$ cat config.mk
export PLATFORM = sky130hd
export DESIGN_NAME = norm_mant
export DESIGN_NICKNAME = d
export VERILOG_FILES = /design/src/rtl/norm_mant.sv
export SDC_FILE = /design/constraint.sdc
export NUM_CORES = 1
export LEC_CHECK = 0
export BUFFER_PORTS_ARGS = -buffer_cell sky130_fd_sc_hd__buf_4
export CORE_ASPECT_RATIO = 1.4
export CORE_UTILIZATION = 45
export DETAILED_ROUTE_END_ITERATION = 12
export GPL_ROUTABILITY_DRIVEN = 0
export HOLD_SLACK_MARGIN = 0.12
export PLACE_DENSITY_LB_ADDON = 0.1
export SYNTH_ARGS = -nofsm -noshare
export SYNTH_HDL_FRONTEND = slang
export SYNTH_SLANG_ARGS = --single-unit
export TNS_END_PERCENT = 10
$ cat constraint.sdc
create_clock -name clk -period 2.05 [get_ports clk]
set_input_delay 0.3075 -clock clk [delete_from_list [all_inputs] [get_ports clk]]
set_output_delay 0.3075 -clock clk [all_outputs]
set_load 0.005 [all_outputs]
$ cat src/rtl/norm_mant.sv
// Post-addition normaliser: shifts the raw mantissa sum one bit per cycle until the
// hidden bit is set, then packs the single-precision result with ovf/unf flags.
module norm_mant #(
    parameter int MANT_W = 23,
    parameter int EXP_W  = 8
) (
    input  logic                      clk,
    input  logic                      rst,
    input  logic                      start,
    output logic                      in_ready,
    input  logic                      sign_in,
    input  logic [EXP_W-1:0]          exp_in,
    input  logic [MANT_W+1:0]         mant_sum,
    output logic [EXP_W+MANT_W:0]     result,
    output logic                      out_valid,
    input  logic                      out_ack,
    output logic                      ovf,
    output logic                      unf
);

    localparam int MW    = MANT_W + 2;
    localparam int RES_W = 1 + EXP_W + MANT_W;
    localparam logic [EXP_W-1:0] EXP_MAX = '1;

    typedef enum logic [1:0] {IDLE, NORM, DONE} state_t;

    state_t            state;
    logic              sign_r;
    logic [EXP_W-1:0]  exp_r;
    logic [MW-1:0]     mant_r;
    logic [EXP_W-1:0]  exp_inc;
    logic [MW-1:0]     mant_shr;

    function automatic logic [RES_W-1:0] pack(input logic s,
                                              input logic [EXP_W-1:0] e,
                                              input logic [MANT_W-1:0] f);
        return {s, e, f};
    endfunction

    assign in_ready = (state == IDLE);
    assign exp_inc  = exp_r + EXP_W'(1);
    assign mant_shr = mant_r >> 1;

    always_ff @(posedge clk or posedge rst) begin
        if (rst) begin
            state     <= IDLE;
            sign_r    <= 1'b0;
            exp_r     <= '0;
            mant_r    <= '0;
            result    <= '0;
            out_valid <= 1'b0;
            ovf       <= 1'b0;
            unf       <= 1'b0;
        end else begin
            case (state)
                IDLE: begin
                    if (start) begin
                        sign_r <= sign_in;
                        exp_r  <= exp_in;
                        mant_r <= mant_sum;
                        ovf    <= 1'b0;
                        unf    <= 1'b0;
                        state  <= NORM;
                    end
                end
                NORM: begin
                    // Priority: carry, exact zero, normalised, underflow, left shift.
                    if (mant_r[MW-1]) begin
                        mant_r    <= mant_shr;
                        exp_r     <= exp_inc;
                        out_valid <= 1'b1;
                        state     <= DONE;
                        if (exp_inc == EXP_MAX) begin
                            ovf    <= 1'b1;
                            result <= pack(sign_r, EXP_MAX, '0);
                        end else begin
                            result <= pack(sign_r, exp_inc, mant_shr[MANT_W-1:0]);
                        end
                    end else if (mant_r == '0) begin
                        sign_r    <= 1'b0;
                        exp_r     <= '0;
                        result    <= pack(1'b0, '0, '0);
                        out_valid <= 1'b1;
                        state     <= DONE;
                    end else if (mant_r[MANT_W]) begin
                        result    <= pack(sign_r, exp_r, mant_r[MANT_W-1:0]);
                        out_valid <= 1'b1;
                        state     <= DONE;
                    end else if (exp_r == EXP_W'(1)) begin
                        exp_r     <= '0;
                        mant_r    <= '0;
                        unf       <= 1'b1;
                        result    <= pack(sign_r, '0, '0);
                        out_valid <= 1'b1;
                        state     <= DONE;
                    end else begin
                        mant_r <= mant_r << 1;
                        exp_r  <= exp_r - EXP_W'(1);
                    end
                end
                DONE: begin
                    if (out_ack) begin
                        out_valid <= 1'b0;
                        state     <= IDLE;
                    end
                end
                default: state <= IDLE;
            endcase
        end
    end

endmodule
======== After elaboration in Yosys (flattened, before gate mapping) ========
Index checks and enable logic that the tools add are counted.
operators by class
  reduce and logical (&&, ||, !) cells .... 15
  add/sub/neg operators ................... 2
  multiplexer cells ....................... 42
  eq/ne operators ......................... 17
operators by type and width
  cell                   count
  $mux W32               4
  $mux W24               4
  $pmux W25 S2           1
  $mux W8                5
  $mux W31               1
  $logic_not A25 Y1      1
  $mux W25               1
  $ne A2 B2 Y1 const B   9
  $pmux W8 S2            1
  $mux W1                14
  $mux W2                6
  $reduce_and A3 Y1      4
  $reduce_and A4 Y1      3
  $add A8 B1 Y8 const B  1
  $eq A8 B1 Y1 const B   1
  $eq A8 B8 Y1 const B   1
  $pmux W1 S2            4
  $sub A8 B1 Y8 const B  1
  $ne A3 B3 Y1 const B   2
  $pmux W2 S3            1
  $reduce_and A6 Y1      1
  $ne A5 B5 Y1 const B   1
  $ne A4 B4 Y1 const B   1
  $reduce_and A2 Y1      2
  5 further kinds        6
word-level totals
  output and inout port bits .............. 36
  register bits ........................... 71

======== Depth between registers and ports, before layout ========
Gate-level depths: netlist of run 1.
  depth in word-level cells ............... 6
  mapped depth ............................ 9
  gate-level depth less buffers ........... 7

======== Least setup slack after synthesis of run 1 ========
OpenSTA, ideal clock, no wires.
  path kind ............................... register -> register
  start ................................... register exp_r[1]
  end ..................................... register result[28]
  path buffers ............................ 1
  path slack .............................. -0.133 ns
  cell stages (with the launch flop) ...... 9
  clock period less this slack ............ 2.183 ns
  required time ........................... 1.925 ns
  library setup time ...................... 0.125 ns
  arrival time ............................ 2.059 ns
  cells stage by stage .................... dfrtp_1 > buf_2 > inv_1 > ha_1 > or3b_2 > nor2_1 > nor3_1 > a21oi_4 > mux2_2
between the ends
  cells in the longest elaborated chain, start to end .. 4
ends and longest elaborated chain
  element                 line  text
  from (decl)             29    logic [EXP_W-1:0] exp_r;
  from (signal assigned)  59    exp_r <= exp_in;
  from (signal assigned)  70    exp_r <= exp_inc;
  from (signal assigned)  98    exp_r <= exp_r - EXP_W'(1);
  $add A8 B1 Y8           41    assign exp_inc = exp_r + EXP_W'(1);
  $eq A8 B8 Y1            73    if (exp_inc == EXP_MAX) begin
  $mux W31                73
  $mux W32                68    if (mant_r[MW-1]) begin
  to (signal assigned)    75    result <= pack(sign_r, EXP_MAX, '0);
  to (signal assigned)    77    result <= pack(sign_r, exp_inc, mant_shr[MANT_W-1:0]);
  to (signal assigned)    82    result <= pack(1'b0, '0, '0);
  to (decl)               14    output logic [EXP_W+MANT_W:0] result,
Several ways; a longest one is shown, not always the timed one.
A chain may end at the register's enable or synchronous reset.

======== Worst setup path in the final report of run 1 ========
Same ends and word-level chain as after synthesis.

==> metrics.md, run 1 <==
| Metric | Value |
|---|---|
| Min-delay worst type | `in -> reg` |
| Synth top area cells | `dfrtp_1 43%, o21ai_0 8.8%, nand2_1 7.6%` |
| CORE AREA | `8980 um^2` |
| Drt pass-1 iters | `7` |
| CTS tree | `built` |
| Crit path max-delay family | `simple AND/OR/NAND/NOR gates` |
| Crit end category | `register` |
| 1st-iter DRT viols | `roughly 260` |
| CP max stage cell | `dfrtp_2` |
| Post-Syn Area | `4150 um^2` |
| Critical Path RT | `2.26 ns` |
| Max Clock Freq | `488 MHz` |
| Grt ovf | `0` |
| Antenna violations before repair | `0` |
| Syn nets | `around 530` |
| Worst Path Buf+Inv | `1` |
| Leakage | `~0.0025 uW` |
| Area grow syn2layout | `34.0%` |
| Internal | `5480 uW` |
| Cells after Synth | `490` |
| Die area | `9620 um^2` |
| PwrDens | `1720 nW/um^2` |
| Detailed Place HPWL | `between 8000 and 9000 um` |
| Hold path cells | `2` |
| NetSw | `4110 uW` |
| Clock Sinks | `71` |
| Post-layout min period | `2.05 ns` |
| Final hold vios | `0` |
| Overall Global Routing Usage | `0.268` |
| H-tree lvl count | `3` |
| Clock root buffer | `clkbuf_16` |
| Worst Tran Pin Value | `0.486 ns` |
| Setup repair bufs after CTS | `0` |
| Fin nets | `639` |
| Post-synthesis sequential area ratio | `0.428` |
| Largest area contributor in the netlist | `dfrtp_1` |
| FF-to-FF path depth | `7` |
| Die height | `116 um` |
| CTS Buffer Depth | `2` |
| Via count | `4179` |
| Sw Share | `0.428` |
| Commonest non-fill, non-tap cell in the layout | `buf_4` |
| Failing checks | `setup timing` |
| Clk slew on worst S/H paths | `0.06 ns` |
| FP Rows | `41` |
| Commonest non-fill, non-tap cells in the layout | `129 x buf_4, 84 x nand2_1, 73 x o21ai_0` |
| # setup viols final | `1` |
| Fraction of layout cells with a size suffix above 1 | `0.295` |
| Crit path max fanout | `5` |
| Vias in the first global route | `roughly 4000` |
| Synthesized area per cell | `8.48 um^2` |
| Startpoint types | `register` |
| Ports | `74` |
| Status | `complete, but fails checks` |
| Arr. time, crit path | `2.26 ns` |
| Synth warn | `0` |
| Yosys reg bits | `71` |
| Clock share of power | `0.175` |
| Post-synth top area share | `0.428` |
| WP depth | `7` |
| Wire per inst | `~18 um` |
| Post-synthesis async set-or-reset flop share | `1.00` |
| Sequential power share | `0.263` |
| Diode count | `0` |
| Global-route wire length before repair | `between 20000 and 25000 um` |
| Initial core utilization | `0.463` |
| Predominant post-synthesis flop cell | `dfrtp_1` |
| Yosys cell types | `66` |
| Part of the power in combinational logic | `0.562` |
| Clk_skew | `about 0.0046 ns` |
| Min Hold Slack | `0.162 ns` |
| Clock latency on the worst-skew pair | `approximately 0.33 ns` |
| Slew headroom | `0.676` |
| Vias per cell | `5.90` |
| Fin crit share | `1.00` |
| Critical-path cell list | `inv_2, ha_2, or3b_4, nor2_4, nor3_2, a21oi_4, mux2_2` |
| Post-layout util | `0.620` |
| PnR worst setup slack | `-0.0000326 ns` |
| I/O Buffers | `73` |
| WL final | `between 10000 and 15000 um` |
| Drt drc | `0` |
| Slowest Stage Delay on Critical Path | `about 0.44 ns` |
| Slew Limit Fails | `0` |
| Die width | `between 80 and 90 um` |
| Largest net degree at the start of global routing | `47` |
| Worst vdd ir | `822 uV` |
| Num CTS Buffers | `9` |
| RSZ-0062 raised after global routing | `yes` |
| Fill cells | `between 700 and 800` |
| Maxcap violations | `0` |
| Setup CP Type | `reg -> reg` |
| Post-synth EDFFs | `0` |
| Antenna viol nets, final | `0` |
==> timing repair <==
item / in CTS / in global routing
endpoints found under the hold margin: 11 / 0
cloned: 0 / 0
hold buffers: 1 / 0
endpoints found under the setup margin: 3 / 56
pin swaps: 1 / 1
gates resized for setup: 0 / 11
==> sequential cells by signal, indices dropped and copies added, names as in the netlist <==
signal / count
ovf: 1
exp_r: 8
unf: 1
mant_r: 25
result: 32
state: 2
out_valid: 1
sign_r: 1
==> Yosys cell counts, drive strengths merged, types with 4 or more instances <==
library cell  instances
a211oi                4
a21oi                35
and3                  5
buf                  16
clkbuf               23
dfrtp                71
ha                    4
inv                  32
mux2                  5
nand2                84
nand3                 7
nand4                 5
nor2                 16
nor4                  7
o21ai                82
o221ai               22
o22ai                 6
o31ai                 4
==> worst register-to-register path, cell delays in order (launching register included) <==
cell and delay, ns:
dfrtp_2 0.44, inv_2 0.07, ha_2 0.19, or3b_4 0.42
nor2_4 0.14, nor3_2 0.08, a21oi_4 0.24, mux2_2 0.36
==> worst paths after layout <==
| check | slack, ns | to | from |
|---|---|---|---|
| max | -0.00003 | result[28] | exp_r[1] |
| min reg2reg | 0.48 | out_valid | out_valid |
| max in group asynchronous | 1.00 | exp_r[1] | rst |
| min in group asynchronous | 0.50 | result[3] | rst |
| min | 0.16 | state[1] | out_ack |
| max reg2reg | -0.00003 | result[28] | exp_r[1] |
==> layout make-up <==
class | count | area (um^2) | share of cell area
multi-input cells | 348 | 2140 | 0.384
flip-flops and latches | 71 | 1780 | 0.319
repair buffers | 135 | 1070 | 0.193
inverters | 32 | 128 | 0.0229
well taps | 107 | 134 | 0.0240
clock inverters | 3 | 67.6 | 0.0121
clock buffers | 12 | 246 | 0.0443
==> per-layer routing <==
metal | share of wire | track usage | vias up
li1 | - | - | 1981
met1 | 0.40 | 0.313 | 1997
met2 | 0.52 | 0.479 | 161
met3 | 0.051 | 0.0491 | 40
met4 | 0.035 | 0.124 | 0
met5 | 0 | 0 | -
==> logic make-up (layout without fill, tap and decap cells) <==
kind of cell | after synthesis | in the layout | synth area share
flip-flops | 71 | 71 | 0.428
AO/OA/AOI/OAI | 189 | 189 | 0.299
adder cells (fa/ha/maj) | 4 | 4 | 0.0120
multiplexers | 7 | 7 | 0.0184
AND/OR/NAND/NOR | 145 | 145 | 0.165
buffers and inverters | 71 | 182 | 0.0723
XOR/XNOR | 3 | 3 | 0.00633
==> power groups by stage <==
| stage | sequential [uW] | clock (uW) | combinational (uW) |
|---|---|---|---|
| after global routing | 2590 | 1750 | 5940 |
| after global placement | 2470 | 0 | 5190 |
| after floorplan | 2490 | 0 | 3100 |
| after CTS | 2480 | 1690 | 5310 |
| after detailed placement | 2500 | 0 | 5270 |
| final | 2520 | 1680 | 5390 |
==> stage by stage <==
step                power [uW]  area, um^2  cells  setup slack (ns)     TNS, ns
floorplan                 5590        4170    490            0.0332           0
global placement          7670        5190    692            0.0394           0
detailed placement        7770        5190    692           0.00642           0
CTS                       9490        5520    708           0.00526           0
global route             10300        5570    708           -0.0366      -0.166
finish                    9590        5570    708        -0.0000326  -0.0000326
Power figures use the tool's default switching activity.
==> inputs of run 2 (changes only) <==
REMOVE_ABC_BUFFERS = 1   (was not set)
==> metrics.md, run 2 (synthesis results as in run 1) <==
| Metric | Value |
|---|---|
| Max Clock Freq | `490 MHz` |
| Maxcap violations | `0` |
| CORE AREA | `8980 um^2` |
| Antenna viol nets, final | `0` |
| Critical-path cell list | `nor4_2, buf_4, nand4_2, or2_4, a21oi_4, mux2_2` |
| FP Rows | `around 40` |
| Arr. time, crit path | `around 2.3 ns` |
| Hold Crit Endpoint | `state[1]` |
| Clock Sinks | `approximately 70` |
| Hold Path Origin | `out_ack` |
| Critical Path RT | `roughly 2.3 ns` |
| Final hold vios | `0` |
| Die height | `116 um` |
| Leakage | `0.00265 uW` |
| Ports | `74` |
| Clk_skew | `0.00604 ns` |
| Vias in the first global route | `4187` |
| Critical R2R Launch | `mant_r[8]` |
| Die width | `83.2 um` |
| Grt ovf | `0` |
| Place WS | `-0.104 ns` |
| Global-route wire length before repair | `between 20000 and 25000 um` |
| Fin nets | `around 650` |
| Setup CP Type | `reg -> reg` |
| Overall Global Routing Usage | `0.274` |
| Fin crit share | `0.995` |
| Post-layout util | `0.642` |
| Drt drc | `0` |
| RSZ-0062 raised after global routing | `yes` |
| Diode count | `0` |
| Commonest non-fill, non-tap cells in the layout | `138 x buf_4, 84 x nand2_1, 73 x o21ai_0` |
| FF-to-FF path depth | `6` |
| Fraction of layout cells with a size suffix above 1 | `0.319` |
| Max reg flops | `32` |
| WL final | `13300 um` |
| Post-layout min period | `2.04 ns` |
| Largest net degree at the start of global routing | `61` |
| Num CTS Buffers | `9` |
| Slew headroom | `0.691` |
| Status | `finished, final reports clean` |
| PwrDens | `1750 nW/um^2` |
| Register with the highest flop count | `result` |
| CTS tree | `built` |
| Reg-to-reg endpoint | `result[29]` |
| Clock root buffer | `clkbuf_16` |
| Hold path cells | `2` |
| Slew Limit Fails | `0` |
| Slowest Stage Delay on Critical Path | `between 0.3 and 0.4 ns` |
| Via count | `around 4300` |
| CP max stage cell | `dfrtp_1` |
| Crit end category | `register` |
| # setup viols final | `0` |
| 1st-iter DRT viols | `200` |
| Clk slew on worst S/H paths | `0.05 ns` |
| Detailed Place HPWL | `8900 um` |
| Vias per cell | `roughly 5.9` |
| I/O Buffers | `73` |
| Regs by FF count | `result x32, mant_r x25, exp_r x8` |
| Die area | `9620 um^2` |
| H-tree lvl count | `3` |
| Min-delay worst type | `in -> reg` |
| Initial core utilization | `0.463` |
| Commonest non-fill, non-tap cell in the layout | `buf_4` |
| Antenna violations before repair | `0` |
| Reg2reg setup slack | `0.01 ns` |
| Crit path max fanout | `4` |
| Worst vdd ir | `approximately 900 uV` |
| PnR worst setup slack | `0.0109 ns` |
| Startpoint types | `register` |
| Clock latency on the worst-skew pair | `0.34 ns` |
| Worst Tran Pin Value | `0.464 ns` |
| CTS Buffer Depth | `2` |
| Drt pass-1 iters | `6` |
| Wire per inst | `18.4 um` |
| Area grow syn2layout | `38.8%` |
-- run 2: metrics by stage --
step           hold WS (ns)  instance area (um^2)  instances  power (uW)  TNS (ns)
2_1_floorplan         0.394                  3970        451        5320    -59.63
5_1_grt               0.146                  5770        722       10800    -0.255
3_3_place_gp          0.277                  5250        701        7740     -2.08
4_1_cts               0.138                  5620        718        9740         0
6_report              0.144                  5770        722       10100         0
3_5_place_dp          0.276                  5250        701        7860     -2.13
-- run 2: metal layers --
| metal | part of all wire | global-route usage | vias to the layer above |
|---|---|---|---|
| met5 | 0 | 0 | - |
| met1 | 0.39 | 0.325 | 2041 |
| met3 | 0.059 | 0.0406 | 36 |
| li1 | - | - | 2008 |
| met4 | 0.042 | 0.182 | 0 |
| met2 | 0.51 | 0.465 | 198 |
-- run 2: what timing repair did --
action,4_1_cts,5_1_grt
pin swaps,1,5
buffers inserted,0,1
setup endpoints to repair,28,62
endpoints found under the hold margin,11,0
hold buffers,1,0
gates cloned,0,3
resized for setup,5,13
-- run 2: how the worst max path moves through the flow --
stage                          start  slack (ns)          to  cells past startpoint
after global routing        exp_r[1]       -0.04  result[18]                      8
after global placement      exp_r[0]        -0.1   result[4]                      8
after floorplan           mant_r[24]        -1.0   mant_r[0]                      4
after CTS                 mant_r[13]       0.002  result[29]                      5
final                      mant_r[8]        0.01  result[29]                      6
after detailed placement    exp_r[0]       -0.10  result[16]                      8
-- run 2: critical path, delay by kind of cell (launching register included) --
family | cells | cell delay (ns)
AOI/OAI and AO/OA | 1 | 0.21
DFF | 1 | 0.39
and+or+nand+nor | 3 | 0.80
muxes | 1 | 0.36
buffers and inverters | 1 | 0.16
-- run 2: area by class of cell --
cell class	count	area [um^2]
Timing Repair Buffer	148	1230
Inverter	32	120
Fill cell	771	3210
Multi-Input combinational cell	348	2160
Sequential cell	71	1780
Clock buffer	14	284
Tap cell	107	134
Clock inverter	2	60.1
-- run 2: report_power, final --
group          switching, uW  internal [uW]
combinational           3190           2590
clock                    608           1200
sequential               458           2040
